## config.mk

```make
export PLATFORM = sky130hd
export DESIGN_NAME = magnetron_timer
export DESIGN_NICKNAME = d
export VERILOG_FILES = /design/src/rtl/magnetron_timer.sv
export SDC_FILE = /design/constraint.sdc
export NUM_CORES = 1
export LEC_CHECK = 0
export CAP_MARGIN = 20
export CORE_MARGIN = 2
export CORE_UTILIZATION = 56
export DETAILED_ROUTE_END_ITERATION = 8
export PLACE_DENSITY_LB_ADDON = 0.05
export SYNTH_ARGS = -nofsm -noshare
export SYNTH_HDL_FRONTEND = slang
export SYNTH_SLANG_ARGS = --single-unit
```

## constraint.sdc

```tcl
create_clock -name clk -period 2.64 [get_ports clk]
set_input_delay 0.528 -clock clk [delete_from_list [all_inputs] [get_ports clk]]
set_output_delay 0.528 -clock clk [all_outputs]
set_load 0.03 [all_outputs]
```

## src/rtl/magnetron_timer.sv

```systemverilog
// Microwave cook-time countdown: BCD mm:ss keypad entry, 1 Hz countdown while mag_on.
// Optional completion beep is built only when MAG_TIMER_BEEP_EN is defined.
module magnetron_timer #(
  parameter int unsigned TICK_DIV    = 50_000_000,
  parameter int unsigned BEEP_CYCLES = 25_000_000
) (
  input  logic        clk,
  input  logic        rstn,
  input  logic        mag_on,
  input  logic        clearn,
  input  logic        key_valid,
  input  logic [3:0]  key_digit,
  output logic [15:0] time_bcd,
  output logic        timer_done,
  output logic        beep
);

  localparam int unsigned PRE_W = $clog2(TICK_DIV);
  localparam logic [PRE_W-1:0] PRE_MAX = PRE_W'(TICK_DIV - 1);

  logic [15:0]      time_q, time_d, dec_time;
  logic [PRE_W-1:0] pre_q, pre_d;
  logic             run, tick, clr_acc, key_acc, tick_zero;

  assign timer_done = (time_q == '0);
  assign run        = mag_on && !timer_done;
  assign tick       = run && (pre_q == PRE_MAX);
  assign clr_acc    = !mag_on && !clearn;
  assign key_acc    = !mag_on && clearn && key_valid && (key_digit <= 4'd9);
  assign tick_zero  = tick && (dec_time == '0);
  assign time_bcd   = time_q;

  // BCD borrow chain: sec ones -> sec tens (reload 5) -> min ones -> min tens
  always_comb begin
    dec_time = time_q;
    if (time_q[3:0] != 4'd0) begin
      dec_time[3:0] = time_q[3:0] - 4'd1;
    end else begin
      dec_time[3:0] = 4'd9;
      if (time_q[7:4] != 4'd0) begin
        dec_time[7:4] = time_q[7:4] - 4'd1;
      end else begin
        dec_time[7:4] = 4'd5;
        if (time_q[11:8] != 4'd0) begin
          dec_time[11:8] = time_q[11:8] - 4'd1;
        end else begin
          dec_time[11:8]  = 4'd9;
          dec_time[15:12] = time_q[15:12] - 4'd1;
        end
      end
    end
  end

  always_comb begin
    time_d = time_q;
    pre_d  = '0;
    if (clr_acc) begin
      time_d = '0;
    end else if (key_acc) begin
      time_d = {time_q[11:0], key_digit};
    end else if (tick) begin
      time_d = dec_time;
    end
    if (run && !tick) begin
      pre_d = pre_q + 1'b1;
    end
  end

  always_ff @(posedge clk or negedge rstn) begin
    if (!rstn) begin
      time_q <= '0;
      pre_q  <= '0;
    end else begin
      time_q <= time_d;
      pre_q  <= pre_d;
    end
  end

`ifdef MAG_TIMER_BEEP_EN
  localparam int unsigned BEEP_W = $clog2(BEEP_CYCLES + 1);

  logic [BEEP_W-1:0] beep_cnt_q, beep_cnt_d;

  always_comb begin
    beep_cnt_d = beep_cnt_q;
    if (clr_acc || key_acc) begin
      beep_cnt_d = '0;
    end else if (tick_zero) begin
      beep_cnt_d = BEEP_W'(BEEP_CYCLES);
    end else if (beep_cnt_q != '0) begin
      beep_cnt_d = beep_cnt_q - 1'b1;
    end
  end

  always_ff @(posedge clk or negedge rstn) begin
    if (!rstn) beep_cnt_q <= '0;
    else       beep_cnt_q <= beep_cnt_d;
  end

  assign beep = (beep_cnt_q != '0);
`else
  // Constant 0; the terms keep the parameter and completion decode referenced.
  assign beep = 1'b0 & (BEEP_CYCLES == 0) & tick_zero;
`endif

endmodule

```

==> After elaboration in Yosys (flattened, before gate mapping) <==
Cells that the tools add are included.
{ "word_totals": {"regBits": 42, "inputBits": 9, "out_inout_bits": 18, "elab_cells": 44} }
{ "op_classes": {"addsub": 5, "order_cmp": 1, "eq_ne": 4, "muxes": 10, "reduce_logical": 19} }
{ "ops": {"columns": ["operator", "n"], "rows": [
  ["16-bit two-way mux", 3],
  ["26-bit by 1-bit adder with 26-bit output, second input constant", 1],
  ["26-bit equality test, second input constant", 1],
  ["26-bit two-way mux", 1],
  ["16-bit logical NOT", 1],
  ["4-bit two-way mux", 4],
  ["4-bit by 1-bit subtractor with 4-bit output, second input constant", 4],
  ["12-bit two-way mux", 1],
  ["4-bit nonzero test", 3],
  ["3-bit inequality test, second input constant", 3],
  ["8-bit two-way mux", 1],
  ["1-bit logical AND", 7],
  ["4-bit less-or-equal comparator, second input constant", 1],
  ["1-bit logical NOT", 4],
  ["4-bit AND reduction", 1],
  ["3-bit AND reduction", 1],
  ["3-bit nonzero test", 1],
  ["2-bit AND reduction", 1]
]} }

==> Longest topological paths before layout <==
{ "logic_depth": {"word_depth": 7, "depth_mapped": 8, "ltp_nobuf": 7} }

==> Worst setup path before layout <==
Ideal clock, no wire load.
{ "synth_path": {"path_kind": "register to output", "start": "reg time_q[12] (netlist: time_bcd[12])", "end": "out timer_done", "arrival_time_ps": 2242, "required_ps": 2112, "slack_ps": -130, "path_stages_with_launch": 5, "n_path_buf": 0, "path_cell_list": "dfrtp_1 inv_1 ha_1 or3b_2 nor4_1"} }
{ "synth_via": {"elab_chain_len": 1} }
{ "synth_lines": {"columns": ["item", "line_no", "source"], "rows": [
  ["start: declaration", "21", "logic [15:0] time_q, time_d, dec_time;"],
  ["start signal: assignment", "74", "time_q <= time_d;"],
  ["16-bit logical NOT", "25", "assign timer_done = (time_q == '0);"],
  ["end: declaration", "14", "output logic timer_done,"]
]} }
No other way between the ends.

==> Final worst setup path <==
Ends and elaborated chain as after synthesis.

==> run summary <==
## Critical path
- endpoint arrival time on the critical path: 1.96 ns
- peak fanout along the critical path: 5
- Worst EP required: 2.11 ns
- sort of element at the end of the critical path: primary output
- Crit Path Category: register to primary output
- critical path startpoint category: register

## Global routing
- first-pass GRT wire length: 9870 µm
- number of antenna violations at the first check in global routing: 0
- largest net degree at the start of global routing: 43
- via count of the first global-routing pass: 2102
- total routing resource utilization after global routing: 0.246
- remaining global-route overflow: 0

## Power and ir drop
- power density over cell area: 686 nW/µm²
- leakage power: 1.24 nW
- Peak VDD IR: 0.000360 V

## Timing
- final clock period utilization by the worst path: 0.943
- setup-violating endpoint count in the final report: 0
- headroom to the max-slew limit: 0.362
- final worst-path setup slack: 0.150 ns
- number of pins exceeding their max-slew limit in the final report: 0
- actual transition at the worst max-transition pin: 0.957 ns
- clk_skew: 0.0103 ns
- count of endpoints failing hold in the final timing report: 0
- summed negative setup slack over all endpoints: 0 ns
- maximum achievable frequency: 402 MHz
- setup repair after global routing missed its margin: no
- clock period minus final worst setup slack: 2.49 ns

## Floorplan
- die footprint: 5060 µm²
- site row count: 24
- overall die width: 71.1 µm
- io pins: 27
- area inside the core boundary: 4350 µm²
- Starting Density: 0.580
- die height: 71.1 µm

## Finish
- share of layout cells above drive strength 1: 0.115
- number of diodes added for antenna fixing: 0
- post-synthesis to final-layout area growth: 20.0%
- nets: 324
- number of standard cells in the final layout excluding fillers: 365

## Synth
- Mapped Avg Cell Area: 9.01 µm²
- cell count after synthesis: 280
- number of distinct library cells after synthesis: 57
- ys flop type: dfrtp_1
- FFs w/ async S/R, synth: 1.00
- Syn Nets: 292
- number of enable-type register cells in the synthesized netlist: 0
- cell area after technology mapping: 2520 µm²
- register area share after synthesis: 0.416
- number of synthesized register bits: 42
- yosys warns: 0

## Detailed routing
- vias after detailed routing: 2162
- average wire length per cell after detail routing: 15.8 µm
- Starting DRT DRC Count: 172
- number of design rule violations left after detail routing: 0
- number of nets with antenna violations after routing: 0
- wire length after detailed routing: 5780 µm
- Detailed Routing Iterations Pass 1: 4
- vias per cell: 5.92

## Place
- routability congestion estimate from global placement: 0.840
- IO Port Bufs: 25
- detailed placement HPWL: 4090 µm
- worst setup slack after placement: 0.248 ns
- placed cell count: 357

## Clock tree
- buffer depth of the longest clock path: 2
- H-tree levels: 2
- buffer count from post-CTS setup fixing: 0
- hold bufs inserted after CTS: 0
- CTS clk-pin slew, worst paths: 0.09 ns
- post-cts repair resize count: 0
- buffer type at the clock tree root: clkbuf_8
- TritonCTS sink count: 42
- insertion delay of the later-clocked pin in the worst-skew pair: 0.30 ns
- CTS tree: done
- CTS Buf Count: 5

## Outcome
- status: complete, no violations

## Job
- maximum capacitance violations: 0

## Worst hold path
- Worst Hold Class: primary input to async pin

[worst max-delay path, stage by stage, from the launching register on]
cell,delay (ns)
dfrtp_1,0.42
inv_1,0.13
ha_1,0.15
or3b_2,0.52
nor4_2,0.25
buf_4,0.20
[metrics by stage]
stage | util | cell area, µm² | power [mW] | hold WS [ns]
after CTS | 0.696 | 3030 | 2.09 | 0.397
after floorplan | - | 2530 | 1.21 | 0.232
after global routing | 0.696 | 3030 | 2.17 | 0.456
after global placement | 0.663 | 2890 | 1.45 | 0.467
final | 0.696 | 3030 | 2.08 | 0.374
after detailed placement | 0.663 | 2890 | 1.45 | 0.474
[state kept, by name, summed over array words and instances (netlist names)]
register / cells
time_bcd: 16
pre_q: 26
[routing by layer]
| layer | track usage | wire length [µm] | vias up |
|---|---|---|---|
| li1 | - | - | 1072 |
| met1 | 0.329 | 2610 | 1023 |
| met2 | 0.415 | 2860 | 59 |
| met3 | 0.0427 | 249 | 8 |
| met4 | 0.0671 | 59 | 0 |
| met5 | 0 | 0 | - |
[cell usage after synthesis, types with 4 or more instances]
library cell,n,area (µm²)
nor2_1,45,169
nand2_1,29,109
clkbuf_1,6,22.5
nor4_1,11,68.8
nor3_1,9,45.0
and4_1,4,35.0
xnor2_1,13,114
a21oi_1,7,35.0
buf_2,4,20.0
xor2_1,12,105
a32o_1,4,40.0
nand4_1,8,50.1
nand3_1,13,65.1
dfrtp_1,42,1050
o21ai_0,8,40.0
or4_1,4,30.0
inv_1,5,18.8
[path summary, 6_finish.rpt]
path                            slack (ns)  cells after the start            to          from
worst min register to register        0.48                      1      pre_q[0]      pre_q[0]
max in group asynchronous             1.67                      1      pre_q[9]          rstn
worst max-delay path                  0.15                      5    timer_done  time_bcd[12]
worst max register to register        0.28                      7   time_bcd[5]  time_bcd[12]
min in group clk                      0.48                      1      pre_q[0]      pre_q[0]
worst min-delay path                  0.37                      1  time_bcd[11]          rstn
[area by class of cell]
cell class                 instances  area [µm²]
clock inverter                     2        60.1
tap                               52        65.1
inverter                           5        18.8
timing repair buffer              37         345
sequential                        42        1050
clock buffer                       6        82.6
multi-input combinational        221        1410
fill                             352        1330
[cell families (layout without fill, tap and decap cells)]
family          Yosys count  in the layout  synth area share
other cells               1              1           0.00149
buf+inv                  17             50            0.0288
mux                       4              4            0.0174
fa+ha+maj                 3              3            0.0149
simple gates            151            151             0.326
compound gates           37             37             0.108
xor+xnor                 25             25            0.0868
flops                    42             42             0.416
[placed cells by master (no fill, tap or decap), types with 3 or more instances in the layout]
cell and count:
buf_4 12, xor2_1 12, clkbuf_8 6, xnor2_1 13
nor3_1 9, nand2b_1 3, inv_1 5, o21ai_0 8
a21oi_1 7, or4_1 4, a32o_1 4, dfrtp_1 42
clkdlybuf4s50_1 23, ha_1 3, nand4_1 8, and2_1 3
nor4_1 10, nand2_1 29, and3_1 3, nand3b_1 3
and4_1 4, nor2_1 45, nand3_1 13
[power by group]
part           total, mW  leakage (nW)  internal (mW)  switching [mW]
Clock              0.634        0.0714          0.404           0.230
Sequential         0.812         0.572          0.705           0.106
Combinational      0.634         0.595          0.276           0.358
Power figures use the tool's default switching activity.
